===== config.mk =====
export PLATFORM = sky130hd
export DESIGN_NAME = data_ram_arbiter
export DESIGN_NICKNAME = d
export VERILOG_FILES = /design/src/rtl/data_ram_arbiter_pkg.sv /design/src/rtl/data_ram_arbiter_rr_arbiter2.sv /design/src/rtl/data_ram_arbiter.sv
export SDC_FILE = /design/constraint.sdc
export NUM_CORES = 1
export LEC_CHECK = 0
export ABC_AREA = 0
export BUFFER_PORTS_ARGS = -buffer_cell sky130_fd_sc_hd__buf_2
export CAP_MARGIN = 20
export CORE_AREA = 2 2 121 123
export DETAILED_ROUTE_END_ITERATION = 7
export DIE_AREA = 0 0 123 125
export GPL_TIMING_DRIVEN = 0
export PLACE_DENSITY = 0.87
export SYNTH_ARGS = -nofsm -noshare
export SYNTH_HDL_FRONTEND = slang
export SYNTH_SLANG_ARGS = --single-unit

===== constraint.sdc =====
create_clock -name clk -period 3.7 [get_ports clk]
set_input_delay 0.185 -clock clk [delete_from_list [all_inputs] [get_ports clk]]
set_output_delay 0.185 -clock clk [all_outputs]
set_load 0.01 [all_outputs]

===== src/rtl/data_ram_arbiter_pkg.sv =====
// data_ram_arbiter_pkg: state codes and bus constants shared by the data RAM arbiter.
package data_ram_arbiter_pkg;
  typedef enum logic [1:0] {
    ARB_IDLE   = 2'd0,
    ARB_ACCESS = 2'd1,
    ARB_RESP   = 2'd2
  } arb_state_t;
  localparam logic CHIP_ENABLE   = 1'b1;
  localparam logic CHIP_DISABLE  = 1'b0;
  localparam logic WRITE_ENABLE  = 1'b1;
  localparam logic WRITE_DISABLE = 1'b0;
  localparam logic ID_M0         = 1'b0;
  localparam logic ID_M1         = 1'b1;
endpackage


===== src/rtl/data_ram_arbiter_rr_arbiter2.sv =====
// rr_arbiter2: two-way one-hot grant, round-robin against the last winner or fixed M0 priority.
module rr_arbiter2 (
  input  logic [1:0] req,
  input  logic       last,
  input  logic       rr_en,
  output logic [1:0] gnt
);
  always_comb begin
    gnt[0] = req[0] & (~req[1] | ~rr_en | last);
    gnt[1] = req[1] & ~gnt[0];
  end
endmodule


===== src/rtl/data_ram_arbiter.sv =====
// data_ram_arbiter: shares the single-port data RAM between the MEM stage (M0) and a debug/DMA port (M1).
module data_ram_arbiter #(
  parameter int DW    = 32,
  parameter int AW    = 32,
  parameter bit RR_EN = 1'b1
) (
  input  logic          clk,
  input  logic          rst,
  input  logic          m0_req,
  input  logic          m0_we,
  input  logic [AW-1:0] m0_addr,
  input  logic [3:0]    m0_sel,
  input  logic [DW-1:0] m0_wdata,
  output logic [DW-1:0] m0_rdata,
  output logic          m0_ack,
  input  logic          m1_req,
  input  logic          m1_we,
  input  logic [AW-1:0] m1_addr,
  input  logic [3:0]    m1_sel,
  input  logic [DW-1:0] m1_wdata,
  output logic [DW-1:0] m1_rdata,
  output logic          m1_ack,
  output logic          ram_ce,
  output logic          ram_we,
  output logic [AW-1:0] ram_addr,
  output logic [3:0]    ram_sel,
  output logic [DW-1:0] ram_wdata,
  input  logic [DW-1:0] ram_rdata,
  output logic          stallreq_o
);
  import data_ram_arbiter_pkg::*;
  arb_state_t    state_q, state_d;
  logic          id_q, id_d, we_q, we_d, rr_last_q, rr_last_d;
  logic [AW-1:0] addr_q, addr_d;
  logic [3:0]    sel_q, sel_d;
  logic [DW-1:0] wdata_q, wdata_d, m0_rdata_q, m0_rdata_d, m1_rdata_q, m1_rdata_d;
  logic [1:0]    gnt;
  logic          access, resp;

  rr_arbiter2 u_arb (
    .req   ({m1_req, m0_req}),
    .last  (rr_last_q),
    .rr_en (RR_EN),
    .gnt   (gnt)
  );

  always_comb begin
    state_d    = state_q;
    id_d       = id_q;
    we_d       = we_q;
    addr_d     = addr_q;
    sel_d      = sel_q;
    wdata_d    = wdata_q;
    rr_last_d  = rr_last_q;
    m0_rdata_d = m0_rdata_q;
    m1_rdata_d = m1_rdata_q;
    if (state_q == ARB_IDLE) begin
      if (|gnt) begin
        state_d = ARB_ACCESS;
        id_d    = gnt[1];
        we_d    = gnt[1] ? m1_we : m0_we;
        addr_d  = gnt[1] ? m1_addr : m0_addr;
        sel_d   = gnt[1] ? m1_sel : m0_sel;
        wdata_d = gnt[1] ? m1_wdata : m0_wdata;
      end
    end else if (state_q == ARB_ACCESS) begin
      state_d = ARB_RESP;
      // Writes return ZeroWord; only the serviced requester's read port moves
      if (id_q == ID_M1) m1_rdata_d = we_q ? '0 : ram_rdata;
      else m0_rdata_d = we_q ? '0 : ram_rdata;
    end else begin
      state_d   = ARB_IDLE;
      rr_last_d = id_q;
    end
  end

  always_ff @(posedge clk or negedge rst) begin
    if (!rst) begin
      state_q    <= ARB_IDLE;
      id_q       <= ID_M0;
      we_q       <= WRITE_DISABLE;
      addr_q     <= '0;
      sel_q      <= '0;
      wdata_q    <= '0;
      rr_last_q  <= ID_M1;
      m0_rdata_q <= '0;
      m1_rdata_q <= '0;
    end else begin
      state_q    <= state_d;
      id_q       <= id_d;
      we_q       <= we_d;
      addr_q     <= addr_d;
      sel_q      <= sel_d;
      wdata_q    <= wdata_d;
      rr_last_q  <= rr_last_d;
      m0_rdata_q <= m0_rdata_d;
      m1_rdata_q <= m1_rdata_d;
    end
  end

  always_comb begin
    access     = state_q == ARB_ACCESS;
    resp       = state_q == ARB_RESP;
    ram_ce     = access ? CHIP_ENABLE : CHIP_DISABLE;
    ram_we     = access ? we_q : WRITE_DISABLE;
    ram_addr   = access ? addr_q : '0;
    ram_sel    = access ? sel_q : '0;
    ram_wdata  = access ? wdata_q : '0;
    m0_ack     = resp & (id_q == ID_M0);
    m1_ack     = resp & (id_q == ID_M1);
    m0_rdata   = m0_rdata_q;
    m1_rdata   = m1_rdata_q;
    stallreq_o = m0_req & ~m0_ack;
  end
endmodule


==> reports/metrics.cfg, run 1 <==
[outcome]
status = finished clean

[clock_tree]
cts_resized = 0
clockBufferDepth = 2
clkLatencyLatePin_ns = 0.42
cts.sinks = 137
cts_inserted_buffers = 17
cts_tree = built
post_cts_buffers = 0
clk_pin_slew_worst_paths_ns = 0.06
root_buffer = clkbuf_16
htreeDepth = 4

[die]
rows = 44
start_util_pct = 50.2
die_height_um = 125
coreArea_mm2 = 0.0142
io_pins = 311
die_w_um = 123
die-area_mm2 = 0.0154

[grt]
grtUsageTotal_pct = 24.1
grt_pass1_wl_um = 28400
grt_max_degree = 101
grt_pass1_vias = 5483
grt_overflow = 0
antenna_found_initial = 0

[finish]
area_delta_synth_final_pct = 34.2
fin_cells = 1085
n_fill_cell = 1033
diodes = 0
utilization_pct = 67.4
nets = 1062
drive_above_1_share_pct = 56.4

[routing]
final_antenna_net_count = 0
wl_per_cell_um = 17.1
drc = 0
drt_wl_total_um = 18600
dr.pass1.iters = 4
drt_iter0_drc = 218
vias = 5461
vias_per_cell = 5.03

[setup_path]
required_ns = 3.51
r2r-end = wdata_q[12]$_DFFE_PN0P_
cp-start-kind = flop
r2r_start = state_q[1]$_DFFE_PN0P_
ff2ff_setup_slack_ns = 1.89
path_class = reg2out
startpoint = state_q[0]$_DFFE_PN0P_
r2r_cells = 4
endpoint_kind = primary output
arrival_ns = 2.29
cp_max_fo = 10

[yosys]
syn_nets = 731
synth.most_common_cell = mux2_4
synth-seq-area-share_pct = 48.1
synth_cell_types = 23
yosys-top-cells-area = dfrtp_1, mux2_4, and2_1
ys_ff_latch = 137
synth_cells = 557
synthTopCellsByCount = mux2_4, dfrtp_1, and2_1, nand2_1, o21ai_0
synth_area_leader_cell = dfrtp_1
avgSynthCellArea_um2 = 12.8
netlist_area_mm2 = 0.00713
yosysWarnings = 0
synthDominantCellAreaShare_pct = 47.7
synth_edf_count = 0
async_reset_ff_share_pct = 100
synth_flop_cell = dfrtp_1

[placement]
portBuffers = 310
gp_routability_congestion = 0.812
dp_cells = 1052
dp_hpwl_um = 14000

[timing]
setup_viol = 0
tns_ns = 0
finalCritPeriodShare_pct = 67.0
rsz0062_at_grt = no
finalCriticalPeriod_ns = 2.48
fmax_ghz = 0.404
finalClockSkew_ns = 0.00720
maxSlewViolCount = 0
worst_pin_slew_ns = 0.664
hold_viol = 0
relSlewSlack_pct = 55.6

[min_path]
min_path_cells = 3
hp-class = in2reg
hold_end = m0_rdata[14]$_DFFE_PN0P_
worstHoldStart = ram_rdata[14]

[power]
ir_drop_mv = 0.361
p_per_area_mw_per_mm2 = 829
leakage_nw = 5.18

[job]
cap_violations = 0

## metal layers
| metal | part of all wire, % | GRT usage [%] |
|---|---|---|
| met1 | 38 | 27.5 |
| met4 | 3.9 | 11.8 |
| met5 | 0 | 0 |
| met2 | 51 | 41.7 |
| met3 | 6.9 | 5.79 |
## layout by cell type (no fill, tap or decap), types with 4 or more instances in the layout
master     instances
buf_6              9
buf_2            316
mux2_4           138
nand2b_1          32
buf_12             7
clkbuf_1          16
clkbuf_16         17
o21ai_0           63
clkinv_4           4
nand2_1           64
and2_1            69
dfrtp_1          136
## critical path, cell delays in order, from the launching register on
cell and delay [ns]:
dfrtp_1 0.32, buf_2 0.19, nor2b_1 0.57, clkbuf_1 0.39
and2_1 0.26, buf_2 0.15
## where the power goes
part	switching (mW)	total [mW]	internal, mW
clock	0.676	1.76	1.08
combinational	1.70	3.58	1.88
sequential	0.395	2.60	2.21
## state kept, by name, summed over array words and instances (netlist names)
| register | cells |
|---|---|
| m1_rdata | 32 |
| m0_rdata | 32 |
| rr_last_q | 1 |
| sel_q | 4 |
| state_q | 2 |
| addr_q | 32 |
| we_q | 1 |
| wdata_q | 32 |
| id_q | 1 |
## final cells by class
cell class / count / area, um2 / share of cell area, %
plain buffers: 40 / 335 / 3.50
clock buffers: 18 / 439 / 4.59
clock inverters: 14 / 173 / 1.80
inverters: 1 / 3.75 / 0.0392
multi-input cells: 379 / 3360 / 35.2
flip-flops and latches: 137 / 3430 / 35.8
well taps: 184 / 230 / 2.41
repair buffers: 312 / 1600 / 16.7
## timing repair
action / in CTS / in global routing
endpoints found under the hold margin: 37 / 0
endpoints found under the setup margin: 0 / 0
hold buffers: 1 / 0
## logic make-up after synthesis
kind of cell    synth area share (%)
mux                             29.2
buf+inv                         4.75
flops                           48.1
simple gates                    13.2
compound gates                  4.75
## stage by stage
| step | hold WS [ns] | setup slack [ns] | instance area, um2 | total power, mW |
|---|---|---|---|---|
| final | 0.0498 | 1.22 | 9570 | 7.94 |
| after global routing | 0.0466 | 1.10 | 9570 | 8.39 |
| after CTS | 0.0335 | 1.19 | 9570 | 7.99 |
| after detailed placement | 0.110 | 1.64 | 8950 | 6.19 |
| after global placement | 0.456 | 0.612 | 8910 | 6.06 |
| after floorplan | -0.111 | 2.10 | 7130 | 4.93 |
## worst max-delay path by stage
| stage | to | slack [ns] | depth (start not counted) |
|---|---|---|---|
| detailed placement | ram_addr[19] | 1.64 | 5 |
| global route | ram_addr[19] | 1.10 | 5 |
| finish | ram_addr[19] | 1.22 | 5 |
| CTS | ram_addr[19] | 1.19 | 5 |
| global placement | addr_q[17]$_DFFE_PN0P_ | 0.61 | 1 |
| floorplan | addr_q[0]$_DFFE_PN0P_ | 2.10 | 5 |
(Power assumes the default switching activity.)
==> inputs of run 2 (changes only) <==
--- a/config.mk
+++ b/config.mk
@@ -8,11 +8,10 @@
 export ABC_AREA = 0
 export BUFFER_PORTS_ARGS = -buffer_cell sky130_fd_sc_hd__buf_2
 export CAP_MARGIN = 20
-export CORE_AREA = 2 2 121 123
+export CORE_UTILIZATION = 43
 export DETAILED_ROUTE_END_ITERATION = 7
-export DIE_AREA = 0 0 123 125
 export GPL_TIMING_DRIVEN = 0
-export PLACE_DENSITY = 0.87
+export PLACE_DENSITY = 0.78
 export SYNTH_ARGS = -nofsm -noshare
 export SYNTH_HDL_FRONTEND = slang
 export SYNTH_SLANG_ARGS = --single-unit
==> constraint.sdc (replaced) <==
create_clock -name clk -period 2.1 [get_ports clk]
set_input_delay 0.105 -clock clk [delete_from_list [all_inputs] [get_ports clk]]
set_output_delay 0.105 -clock clk [all_outputs]
set_load 0.01 [all_outputs]
==> reports/metrics.cfg, run 2 (synthesis results as in run 1) <==
[power]
p_total_mw = 14.0  ; +77%
ir_drop_mv = 0.630  ; +74%
p_per_area_mw_per_mm2 = 1420  ; +71%
leakage_nw = 5.31  ; +2.5%

[clock_tree]
cts_tree = built
clk_pin_slew_worst_paths_ns = 0.06  ; about the same
clockBufferDepth = 2  ; unchanged
clkLatencyLatePin_ns = 0.42  ; about the same
htreeDepth = 4  ; unchanged
cts_inserted_buffers = 17  ; unchanged
cts.sinks = 137  ; unchanged
post_cts_buffers = 0  ; unchanged
root_buffer = clkbuf_16

[routing]
dr.pass1.iters = 4  ; unchanged
drt_iter0_drc = 169  ; -22%
vias_per_cell = 4.74  ; -5.9%
drt_wl_total_um = 18500  ; -0.28%
wl_per_cell_um = 16.2  ; -5.4%
drc = 0  ; unchanged
vias = 5418  ; -0.79%
final_antenna_net_count = 0  ; unchanged

[die]
die_w_um = 131  ; +6.3%
rows = 46  ; +4.5%
io_pins = 311  ; unchanged
coreArea_mm2 = 0.0161  ; +13%
die-area_mm2 = 0.0171  ; +11%
start_util_pct = 44.4  ; -5.8 points
die_height_um = 131  ; +4.6%

[placement]
dp_slack_ns = 0.0932  ; -1.55 ns
gp_routability_congestion = 0.815  ; +0.32%
dp_cells = 1084  ; +3.0%
placed_area_mm2 = 0.00899  ; +0.45%
dp_hpwl_um = 13700  ; -1.9%
portBuffers = 310  ; unchanged

[setup_path]
cp-start-kind = flop
slowest_delay_ns = 0.31  ; -0.26 ns
required_ns = 2.00  ; -1.51 ns
path_class = reg2out
crit_family = buffers and inverters
cpMaxStageDelayCell = dfrtp_1
cp.buffers_inverters = 3  ; unchanged
cp_cell_sequence = buf_2 > nor2b_4 > clkbuf_1 > and2_1 > buf_2
worst_path_most_repeated_cell = buf_2
endpoint_kind = primary output
arrival_ns = 1.88  ; -0.41 ns
cp_max_fo = 10  ; unchanged

[job]
cap_violations = 0  ; unchanged

[timing]
finalClockSkew_ns = 0.00753  ; +0.000322 ns
rsz0062_at_grt = no
finalCriticalPeriod_ns = 1.99
hold_slack_ns = 0.00166  ; -0.0482 ns
finalCritPeriodShare_pct = 94.6
fmax_ghz = 0.503
finalWorstSetupSlack_ns = 0.113  ; -1.11 ns
maxSlewViolCount = 0  ; unchanged
relSlewSlack_pct = 58.7  ; +3.1 points
hold_viol = 0  ; unchanged
setup_viol = 0  ; unchanged
worst_pin_slew_ns = 0.619  ; -0.0447 ns
tns_ns = 0  ; unchanged

[grt]
grtUsageTotal_pct = 21.6  ; -2.4 points
grt_max_degree = 74  ; -27%
grt_pass1_vias = 5366  ; -2.1%
grt_pass1_wl_um = 27400  ; -3.5%
antenna_found_initial = 0  ; unchanged
grt_overflow = 0  ; unchanged

[finish]
n_fill_cell = 1265  ; +22%
fin_cells = 1144  ; +5.4%
nets = 1089  ; +2.5%
utilization_pct = 61.7  ; -5.7 points
area_delta_synth_final_pct = 38.8
postLayoutCellArea_mm2 = 0.00990  ; +3.5%
final_cell_mix = buf_2, mux2_4, dfrtp_1, and2_1, nand2_1
final_common_cell = buf_2
drive_above_1_share_pct = 55.2  ; -1.2 points
diodes = 0  ; unchanged

[min_path]
hp-class = in2reg

[outcome]
status = finished clean

[run 2: changes by cell type in the layout (fill, tap and decap cells not counted), moves of 2 or more]
cell and change:
inv_6 +3, clkinv_2 -2, clkbuf_1 -3, clkinv_4 -3, clkbuf_2 +4, dlygate4sd3_1 +27
[run 2: worst paths after layout]
kind,from,cells after the start,slack (ns),to
min in group asynchronous,rst,2,0.25,m1_rdata[14]$_DFFE_PN0P_
hold reg to reg,m1_rdata[5]$_DFFE_PN0P_,2,0.48,m1_rdata[5]$_DFFE_PN0P_
max in group asynchronous,rst,3,1.08,addr_q[15]$_DFFE_PN0P_
setup reg to reg,state_q[1]$_DFFE_PN0P_,4,0.33,wdata_q[19]$_DFFE_PN0P_
setup / recovery,state_q[0]$_DFFE_PN0P_,5,0.11,ram_addr[30]
hold / removal,ram_rdata[31],3,0.002,m0_rdata[31]$_DFFE_PN0P_
[run 2: area by class of cell]
type                            instances  area [um2]  share of cell area, %
Tap cell                              216         270                   2.73
Inverter                                1        3.75                 0.0379
Multi-Input combinational cell        379        3370                   34.1
Sequential cell                       137        3430                   34.6
Clock buffer                           20         457                   4.61
Buffer                                 40         340                   3.44
Clock inverter                         12         163                   1.64
Timing Repair Buffer                  339        1870                   18.8
[run 2: what timing repair did]
| action | CTS | global route |
|---|---|---|
| endpoints found under the setup margin | 70 | 14 |
| endpoints found under the hold margin | 110 | 0 |
| gates resized for setup | 4 | 4 |
| hold buffers | 28 | 0 |
| pin swaps | 0 | 0 |
[run 2: per-layer routing]
layer  GRT usage (%)  part of all wire [%]  vias to the layer above  wire length (um)
li1                -                     -                     2602                 -
met1            23.5                    38                     2556              7090
met2            40.5                    54                      238             10000
met3            4.97                   5.9                       22              1090
met4            8.32                   1.7                        0               316
met5               0                     0                        -                 0
[run 2: worst register-to-register path, stage by stage, from the launching register on]
cell and delay, ns:
dfrtp_1 0.35, buf_2 0.18, nor3_4 0.54, buf_6 0.27
mux2_4 0.31
[run 2: where the power goes]
part | switching [mW] | leakage, nW | internal, mW
Sequential | 0.699 | 1.69 | 3.89
Combinational | 2.98 | 3.32 | 3.36
Clock | 1.16 | 0.298 | 1.95
Total | 4.84 | 5.31 | 9.20
